===== config.mk =====
export PLATFORM = sky130hd
export DESIGN_NAME = shot_link_ctl
export DESIGN_NICKNAME = d
export VERILOG_FILES = /design/src/rtl/shot_link_ctl.sv
export SDC_FILE = /design/constraint.sdc
export NUM_CORES = 1
export LEC_CHECK = 0
export ABC_AREA = 1
export CAP_MARGIN = 20
export CORE_MARGIN = 2
export CORE_UTILIZATION = 53
export DETAILED_ROUTE_END_ITERATION = 8
export HOLD_SLACK_MARGIN = 0.06
export PLACE_DENSITY = 0.93
export SLEW_MARGIN = 20
export SYNTH_ARGS = -nofsm -noshare
export SYNTH_HDL_FRONTEND = slang
export SYNTH_SLANG_ARGS = --single-unit

===== constraint.sdc =====
create_clock -name clk -period 2.6 [get_ports clk]
set_input_delay 0.26 -clock clk [delete_from_list [all_inputs] [get_ports clk]]
set_output_delay 0.26 -clock clk [all_outputs]
set_load 0.005 [all_outputs]

===== src/rtl/shot_link_ctl.sv =====
// rtl/shot_link_ctl.sv - two-byte SHOT/RESULT frame engine between game FSM and UART
// Optional feature: define SHOT_LINK_TIMEOUT_EN to enable the reply-wait timeout.
module shot_link_ctl #(
  parameter int unsigned TIMEOUT_CYC = 32'd65_000_000
) (
  input  logic       clk,
  input  logic       rst,
  input  logic       addres_sent,
  input  logic [7:0] check_out,
  output logic [1:0] msg_in,
  output logic [7:0] check_in,
  output logic       shot_valid,
  input  logic [1:0] local_result,
  input  logic       local_result_valid,
  output logic [1:0] msg_send,
  output logic [7:0] tx_data,
  output logic       tx_valid,
  input  logic       tx_ready,
  input  logic [7:0] rx_data,
  input  logic       rx_valid,
  output logic       link_err
);

  localparam logic [7:0] HDR_SHOT = 8'hA5;
  localparam logic [7:0] HDR_RES  = 8'h5A;

  typedef enum logic [2:0] {
    S_IDLE, S_SHOT_HDR, S_SHOT_PAY, S_WAIT_RES, S_LOOKUP, S_RES_HDR, S_RES_PAY
  } state_t;

  typedef enum logic {RX_HDR, RX_PAY} rx_state_t;

  state_t    r_state;
  rx_state_t r_rx_state;
  logic      r_rx_is_shot;
  logic      r_as_d1, r_as_d2;
  logic [7:0] r_shot_addr;
  logic [1:0] r_verdict;
  logic [1:0] r_msg_in, r_msg_send;
  logic [7:0] r_check_in, r_tx_data;
  logic       r_shot_valid, r_tx_valid, r_link_err;
`ifdef SHOT_LINK_TIMEOUT_EN
  logic [31:0] r_to_cnt;
  logic        w_to_hit;
`endif

  logic       w_req_edge;
  logic       w_rx_frame, w_shot_frm, w_res_frm;
  logic       w_tx_fire;
  logic       w_res_ok;
  logic [1:0] w_local_verdict;

  // The request edge is taken between two registered copies, giving the two-cycle start latency
  assign w_req_edge      = r_as_d1 & ~r_as_d2;
  assign w_rx_frame      = (r_rx_state == RX_PAY) && rx_valid;
  assign w_shot_frm      = w_rx_frame && r_rx_is_shot;
  assign w_res_frm       = w_rx_frame && !r_rx_is_shot;
  assign w_tx_fire       = r_tx_valid && tx_ready;
  assign w_res_ok        = (rx_data[1:0] == 2'b01) || (rx_data[1:0] == 2'b10);
  // Anything other than an explicit hit is reported as a miss
  assign w_local_verdict = (local_result == 2'b10) ? 2'b10 : 2'b01;
`ifdef SHOT_LINK_TIMEOUT_EN
  assign w_to_hit        = (r_to_cnt == TIMEOUT_CYC - 32'd1);
`endif

  assign msg_in     = r_msg_in;
  assign msg_send   = r_msg_send;
  assign check_in   = r_check_in;
  assign shot_valid = r_shot_valid;
  assign tx_data    = r_tx_data;
  assign tx_valid   = r_tx_valid;
  assign link_err   = r_link_err;

  // Register the shot request level for edge detection
  always_ff @(posedge clk or negedge rst) begin
    if (!rst) begin
      r_as_d1 <= 1'b0;
      r_as_d2 <= 1'b0;
    end else begin
      r_as_d1 <= addres_sent;
      r_as_d2 <= r_as_d1;
    end
  end

  // Receive parser: find a header, then deliver the next byte as that frame's payload
  always_ff @(posedge clk or negedge rst) begin
    if (!rst) begin
      r_rx_state   <= RX_HDR;
      r_rx_is_shot <= 1'b0;
    end else if (rx_valid) begin
      if (r_rx_state == RX_HDR) begin
        if (rx_data == HDR_SHOT) begin
          r_rx_state   <= RX_PAY;
          r_rx_is_shot <= 1'b1;
        end else if (rx_data == HDR_RES) begin
          r_rx_state   <= RX_PAY;
          r_rx_is_shot <= 1'b0;
        end
      end else begin
        r_rx_state <= RX_HDR;
      end
    end
  end

  // Main protocol FSM with registered outputs
  always_ff @(posedge clk or negedge rst) begin
    if (!rst) begin
      r_state      <= S_IDLE;
      r_shot_addr  <= 8'h00;
      r_verdict    <= 2'b00;
      r_msg_in     <= 2'b00;
      r_msg_send   <= 2'b00;
      r_check_in   <= 8'h00;
      r_shot_valid <= 1'b0;
      r_tx_data    <= 8'h00;
      r_tx_valid   <= 1'b0;
      r_link_err   <= 1'b0;
`ifdef SHOT_LINK_TIMEOUT_EN
      r_to_cnt     <= 32'd0;
`endif
    end else begin
      r_shot_valid <= 1'b0;
      case (r_state)
        S_IDLE: begin
          // An incoming shot takes priority; a simultaneous request edge is dropped
          if (w_shot_frm) begin
            r_check_in   <= rx_data;
            r_shot_valid <= 1'b1;
            r_msg_in     <= 2'b00;
            r_state      <= S_LOOKUP;
`ifdef SHOT_LINK_TIMEOUT_EN
            r_to_cnt     <= 32'd0;
`endif
          end else if (w_req_edge) begin
            r_shot_addr <= check_out;
            r_msg_send  <= 2'b00;
            r_tx_valid  <= 1'b1;
            r_tx_data   <= HDR_SHOT;
            r_state     <= S_SHOT_HDR;
          end
        end
        S_SHOT_HDR: begin
          if (w_tx_fire) begin
            r_tx_data <= r_shot_addr;
            r_state   <= S_SHOT_PAY;
          end
        end
        S_SHOT_PAY: begin
          if (w_tx_fire) begin
            r_tx_valid <= 1'b0;
            r_tx_data  <= 8'h00;
            r_state    <= S_WAIT_RES;
`ifdef SHOT_LINK_TIMEOUT_EN
            r_to_cnt   <= 32'd0;
`endif
          end
        end
        S_WAIT_RES: begin
          if (w_res_frm && w_res_ok) begin
            r_msg_in <= rx_data[1:0];
            r_state  <= S_IDLE;
          end
`ifdef SHOT_LINK_TIMEOUT_EN
          else if (w_to_hit) begin
            r_link_err <= 1'b1;
            r_msg_in   <= 2'b01;
            r_state    <= S_IDLE;
          end else begin
            r_to_cnt <= r_to_cnt + 32'd1;
          end
`endif
        end
        S_LOOKUP: begin
          if (local_result_valid) begin
            r_verdict  <= w_local_verdict;
            r_tx_valid <= 1'b1;
            r_tx_data  <= HDR_RES;
            r_state    <= S_RES_HDR;
          end
`ifdef SHOT_LINK_TIMEOUT_EN
          else if (w_to_hit) begin
            r_link_err <= 1'b1;
            r_msg_in   <= 2'b01;
            r_state    <= S_IDLE;
          end else begin
            r_to_cnt <= r_to_cnt + 32'd1;
          end
`endif
        end
        S_RES_HDR: begin
          if (w_tx_fire) begin
            r_tx_data <= {6'b0, r_verdict};
            r_state   <= S_RES_PAY;
          end
        end
        S_RES_PAY: begin
          if (w_tx_fire) begin
            r_msg_send <= r_verdict;
            r_tx_valid <= 1'b0;
            r_tx_data  <= 8'h00;
            r_state    <= S_IDLE;
          end
        end
        default: r_state <= S_IDLE;
      endcase
      // Frames arriving in a state that cannot use them are dropped and flagged
      if (w_shot_frm && (r_state != S_IDLE))
        r_link_err <= 1'b1;
      if (w_res_frm && (r_state != S_WAIT_RES))
        r_link_err <= 1'b1;
    end
  end

endmodule

==> results of run 1 <==
[layer usage]
metal	global-route usage (%)	up-vias	part of all wire, %
met5	0	-	0
met4	8.073	0	1.6
met3	5.479	7	3.9
met2	33.04	34	47
met1	28.67	790	47
li1	-	877	-
[registers in the layout, summed over array words and instances, names as in the netlist]
name / flops
check_in: 8
link_err: 1
r_shot_addr: 8
tx_data: 8
r_rx_is_shot: 1
r_as_d1: 1
msg_in: 2
tx_valid: 1
r_as_d2: 1
msg_send: 2
r_rx_state: 1
r_state: 3
r_verdict: 2
shot_valid: 1
[area by class of cell]
| cell class | instances | area [um2] |
|---|---|---|
| inverters | 31 | 116.4 |
| fillers | 284 | 1067 |
| multi-input cells | 171 | 843.3 |
| clock buffers | 8 | 90.09 |
| flip-flops and latches | 40 | 1001 |
| well taps | 48 | 60.06 |
| repair buffers | 46 | 455.4 |
[Yosys cell counts]
cell type | n | area (um2)
nand2_1 | 71 | 266.5
dfrtp_1 | 40 | 1001
inv_1 | 27 | 101.4
nand3_1 | 26 | 130.1
nor2_1 | 25 | 93.84
o21ai_0 | 19 | 95.09
a21oi_1 | 9 | 45.04
inv_2 | 4 | 15.01
nor2_4 | 4 | 45.04
buf_6 | 3 | 33.78
nand2_4 | 3 | 33.78
ha_1 | 2 | 25.02
nand3_2 | 2 | 20.02
nand3b_1 | 2 | 15.01
o21ai_2 | 2 | 17.52
o22ai_1 | 2 | 12.51
a21boi_0 | 1 | 7.510
a21oi_2 | 1 | 8.760
buf_2 | 1 | 5.000
nor2_8 | 1 | 20.02
o21a_1 | 1 | 7.510
[cells by family after synthesis]
kind of cell               Yosys count  synth area share (%)
AOI/OAI and AO/OA                   35                 9.700
adders and majority gates            2                 1.251
buffers and inverters               35                 7.759
DFF                                 40                 50.06
and+or+nand+nor                    134                 31.23
[path summary, 6_finish.rpt]
| check | from | end | slack, ns | cells past startpoint |
|---|---|---|---|---|
| min reg2reg | r_as_d1$_DFF_PN0_ | r_as_d2$_DFF_PN0_ | 0.42 | 0 |
| min | rst | check_in[5]$_DFFE_PN0P_ | 0.08 | 1 |
| min in group clk | addres_sent | r_as_d1$_DFF_PN0_ | 0.41 | 1 |
| max | r_state[1]$_DFFE_PN0P_ | r_shot_addr[1]$_DFFE_PN0P_ | 1.11 | 6 |
| max in group asynchronous | rst | r_state[0]$_DFFE_PN0P_ | 1.98 | 1 |
| max reg2reg | r_state[1]$_DFFE_PN0P_ | r_shot_addr[1]$_DFFE_PN0P_ | 1.11 | 6 |
[power breakdown]
part	internal [mW]	switching, mW
registers	0.628	0.00370
clock network	0.216	0.192
logic	0.0398	0.0328
[stage by stage]
| step | power [mW] | util [%] | area, um2 | setup WS (ns) | std cells |
|---|---|---|---|---|---|
| after floorplan | 0.6585 | - | 1999 | 1.281 | 246 |
| after global placement | 0.7148 | 68.15 | 2476 | 0.8941 | 336 |
| after detailed placement | 0.7171 | 68.15 | 2476 | 0.8774 | 336 |
| after CTS | 1.122 | 70.63 | 2566 | 1.119 | 344 |
| after global routing | 1.165 | 70.63 | 2566 | 0.9457 | 344 |
| final | 1.112 | 70.63 | 2566 | 1.110 | 344 |
==> results.md, run 1 <==
- Clock Tree Root: clkbuf_8
- CP Class: reg -> reg
- H-tree lvl count: 2
- Slew margin rel.: between 40% and 50%
- Max Buffers Root-to-Sink: 2
- Vias in the first global route: approximately 1.6k
- Leak pwr: between 1 and 1.5 nW
- Gr ovfl total: 0
- PortBufs: 46
- Clock transition at path regs: ~0.07 ns
- Row count: 22
- CP dominant cell by count: nand2_4
- Net Count, Synth: 272
- Ant. Diodes: 0
- Final WL: roughly 4 mm
- Synthesized flop and latch total: 40
- Hold Path Class: in -> async
- Total CTS buffers: 5
- Remaining DRCs: 0
- F_max: 671.2 MHz
- Worst path max stage delay: a little over 0.5 ns
- Crit end category: register
- Final period util: roughly 57%
- DP HPWL: between 2 and 3 mm
- Total track usage: roughly a fifth
- Worst ir drop on vdd: 0.0003275 V
- Hold-fix buffers, CTS: 0
- Total I/O pin count: 47
- GPL Wtd Cong: 0.8257
- Arrival time worst endpoint: roughly 1.7 ns
- RSZ-0062 raised after global routing: false
- Via count: 1708
- Post-CTS resize count: 0
- Worst Tran Pin Value: approximately 0.85 ns
- Top delay family on crit path: flip-flops
- NumNets Final: roughly 320
- Synthesis-to-layout area growth: 28.35%
- Commonest non-fill, non-tap cell in the layout: nand2_1
- Worst-path maximum fanout: 8
- Routed wire per std cell: between 10 and 15 um
- Worst hold-check slack: between 0.08 and 0.09 ns
- Largest net degree at the start of global routing: 41
- Crit path buf inv count: 1
- Worst path cell trace: nor2_4, nand2_4, inv_2, nand2_4, o21ai_0, nand2_1
- Detail Route Antenna Nets: 0
- Antenna violations before repair: 0
- Critical Path RT: between 2 and 3 ns
- Register area share after synthesis: 50.06%
- Max-slew violations: 0
- Final setup fails: 0
- Mean Syn Cell Area: roughly 8 um2
- Via density: a little under 5
- Hold Fails Final Rpt: 0
- Max Clock Skew: about 0.0056 ns
- Pwr/cell area: 433.4 nW/um2
- Most frequent cells in the layout: nand2_1 (71), clkdlybuf4s50_1 (45), dfrtp_1 (40)
- Global-route wire length before repair: 6.962 mm
- Drt pass-1 iters: 4
- 1st-iter DRT viols: 152
- Min Clock Period, post-route: ~1.5 ns
- Syn Inst Count: 246
- CTS sink count: 40
- Height of the die: approximately 65 um
- CP max-delay cell: dfrtp_1
- Netlist cell types: 21
- Critical path launch point type: register
- Status: finished clean
- Setup TNS: 0 ns
- Yosys warns: 0
- Core footprint: approximately 3600 um2
- CTS tree: done
- Die Width: 65.42 um
- Post-CTS Setup Bufs: 0
- Initial core utilization: between 50 and 60%
- Fraction of layout cells with a size suffix above 1: 8.108%
- Clock latency at the later pin of the worst-skew pair: 0.29 ns
- Full die area: about 4300 um2
- Mapped Area: approximately 2000 um2
- Max-cap viol count: 0
No activity file was read; power rests on OpenSTA's default activity.
==> inputs of run 2 (changes only) <==
--- a/config.mk
+++ b/config.mk
@@ -8,10 +8,10 @@
 export ABC_AREA = 1
 export CAP_MARGIN = 20
 export CORE_MARGIN = 2
-export CORE_UTILIZATION = 53
+export CORE_UTILIZATION = 45
 export DETAILED_ROUTE_END_ITERATION = 8
 export HOLD_SLACK_MARGIN = 0.06
-export PLACE_DENSITY = 0.93
+export PLACE_DENSITY = 0.85
 export SLEW_MARGIN = 20
 export SYNTH_ARGS = -nofsm -noshare
 export SYNTH_HDL_FRONTEND = slang
==> constraint.sdc (replaced) <==
create_clock -name clk -period 1.23 [get_ports clk]
set_input_delay 0.123 -clock clk [delete_from_list [all_inputs] [get_ports clk]]
set_output_delay 0.123 -clock clk [all_outputs]
set_load 0.005 [all_outputs]
==> run 2 against run 1 <==
The run now ends with negative setup slack left; sequential power grew 110%; via count rose by 8.1%; total power rose by 110%; final area is 14% higher; combinational power up 140%; largest power group unchanged; first-iteration DRC count down 7.2%; wire length rose by 12%; setup slack worse by 1.3 ns.
==> results.md, run 2 (synthesized netlist as in run 1, its figures left out) <==
- Remaining DRCs: 0
- Combinational group share of total power: under 10%
- 1st-iter DRT viols: 141
- Clock power share: between 30% and 40%
- Hold_sp: addres_sent
- Slew margin rel.: around 82%
- Hold Fails Final Rpt: 0
- Largest net degree at the start of global routing: roughly 40
- Filler cells: between 300 and 400
- Clock latency at the later pin of the worst-skew pair: 0.28 ns
- Fraction of layout cells with a size suffix above 1: a little under a quarter
- Global-route wire length before repair: approximately 7.3 mm
- GPL Wtd Cong: roughly 0.84
- CP max-delay cell: dfrtp_2
- Sw power: around 0.5 mW
- Leak pwr: around 1.6 nW
- Die Width: 70.66 um
- Drt pass-1 iters: 4
- Final WL: 4.460 mm
- Height of the die: ~71 um
- Vias in the first global route: around 1.7k
- CTS sink count: 40
- Max Buffers Root-to-Sink: 2
- Arrival time worst endpoint: roughly 1.6 ns
- Crit path from: r_state[0]$_DFFE_PN0P_
- Most frequent cells in the layout: nand2_1 (67), dfrtp_1 (38), inv_1 (25)
- Gr ovfl total: 0
- Share of power burned in registers: 56.3%
- Ant. Diodes: 0
- Pwr/cell area: ~810 nW/um2
- CP dominant cell by count: nand2_4
- Internal: roughly 1.9 mW
- Final period util: 112.0%
- Full die area: about 5000 um2
- Failing checks: negative setup slack
- Detail Route Antenna Nets: 0
- Antenna violations before repair: 0
- Critical Path RT: 1.40 ns
- Via density: 4.873
- Sw Share: 20.56%
- Worst path cell trace: nor2_4, nand2_4, inv_2, nand2_4, buf_4, o21ai_1, nand2_1
- RR Startpoint: r_state[0]$_DFFE_PN0P_
- Max-cap viol count: 0
- CP Class: reg -> reg
- Min Clock Period, post-route: between 1 and 1.5 ns
- Setup WS pre-CTS: -0.3371 ns
- Setup TNS: -2.353 ns
- Total track usage: a little under a fifth
- Critical path launch point type: register
- Worst ir drop on vdd: around 0.00066 V
- Commonest non-fill, non-tap cell in the layout: nand2_1
- Total CTS buffers: 5
- Worst Tran Pin Value: between 0.2 and 0.3 ns
- Routed wire per std cell: roughly 12 um
- Crit end category: register
- Core footprint: 4324 um2
- Max-slew violations: 0
- Worst path max stage delay: around 0.44 ns
- Clock Tree Root: clkbuf_8
- Via count: 1847
- H-tree lvl count: 2
- RSZ-0062 raised after global routing: true
- CTS tree: done
- Final setup fails: 32
- Row count: 24
- Max Clock Skew: 0.005909 ns
- DP HPWL: around 3.2 mm
- Status: finished with violations
- Fin util: roughly two thirds
- Worst-path maximum fanout: 5
- F_max: about 730 MHz
- PortBufs: 46
- NumNets Final: around 350
- Synthesis-to-layout area growth: 45.99%
- Total I/O pin count: 47
- Worst setup margin: -0.1471 ns
- Clock transition at path regs: ~0.070 ns
- Hold Path Class: in -> reg
- Initial core utilization: between 40% and 50%
## run 2: final cells by class
type                            instances  area (um2)  share of cell area (%)
Clock buffer                            8       90.09                   3.086
Inverter                               31       121.4                   4.158
Multi-Input combinational cell        172       935.9                   32.06
Sequential cell                        40        1003                   34.38
Tap cell                               52       65.06                   2.229
Timing Repair Buffer                   76       703.2                   24.09
## run 2: repair_timing
action                                  in CTS  in global routing
setup buffers                                6                  1
cloned                                       0                  1
resized for setup                           42                 16
pin swaps                                    7                  4
hold buffers                                 1                  0
endpoints found under the setup margin      55                 34
hold endpoints to repair                    40                  0
## run 2: stage by stage
stage,area (um2),power [mW],hold WS [ns],cells
finish,2919,2.369,0.2795,379
floorplan,1999,1.392,-0.1726,246
global route,2919,2.469,0.2965,379
CTS,2846,2.396,0.2705,377
detailed placement,2684,1.531,0.1069,362
global placement,2684,1.529,0.09902,362
## run 2: worst paths after layout
check | to | cells after the start | slack, ns
setup / recovery | r_shot_addr[0]$_DFFE_PN0P_ | 7 | -0.15
hold / removal | r_as_d1$_DFF_PN0_ | 1 | 0.28
setup reg to reg | r_shot_addr[0]$_DFFE_PN0P_ | 7 | -0.15
hold reg to reg | r_as_d2$_DFF_PN0_ | 0 | 0.40
max in group asynchronous | r_state[0]$_DFFE_PN0P_ | 3 | 0.70
min in group asynchronous | check_in[4]$_DFFE_PN0P_ | 3 | 0.33
## run 2: power by group through the flow
stage	Combinational (mW)	Clock, mW	Sequential (mW)
global placement	0.170	0	1.36
finish	0.176	0.858	1.33
CTS	0.175	0.887	1.33
floorplan	0.0325	0	1.36
detailed placement	0.171	0	1.36
global route	0.196	0.939	1.33
## run 2: critical path, delay by kind of cell (launching register included)
family,cells,cell delay [ns]
AO/OA/AOI/OAI,1,0.13
flip-flops,1,0.44
AND/OR/NAND/NOR,4,0.44
buffers and inverters,2,0.25
## run 2: metal layers
layer	vias to the layer above	wire (um)	track usage, %	share of wire, %
li1	945	-	-	-
met4	0	72	7.338	1.6
met2	55	2188	27.99	49
met5	-	0	0	0
met1	839	1977	26.27	44
met3	8	222	2.707	5.0
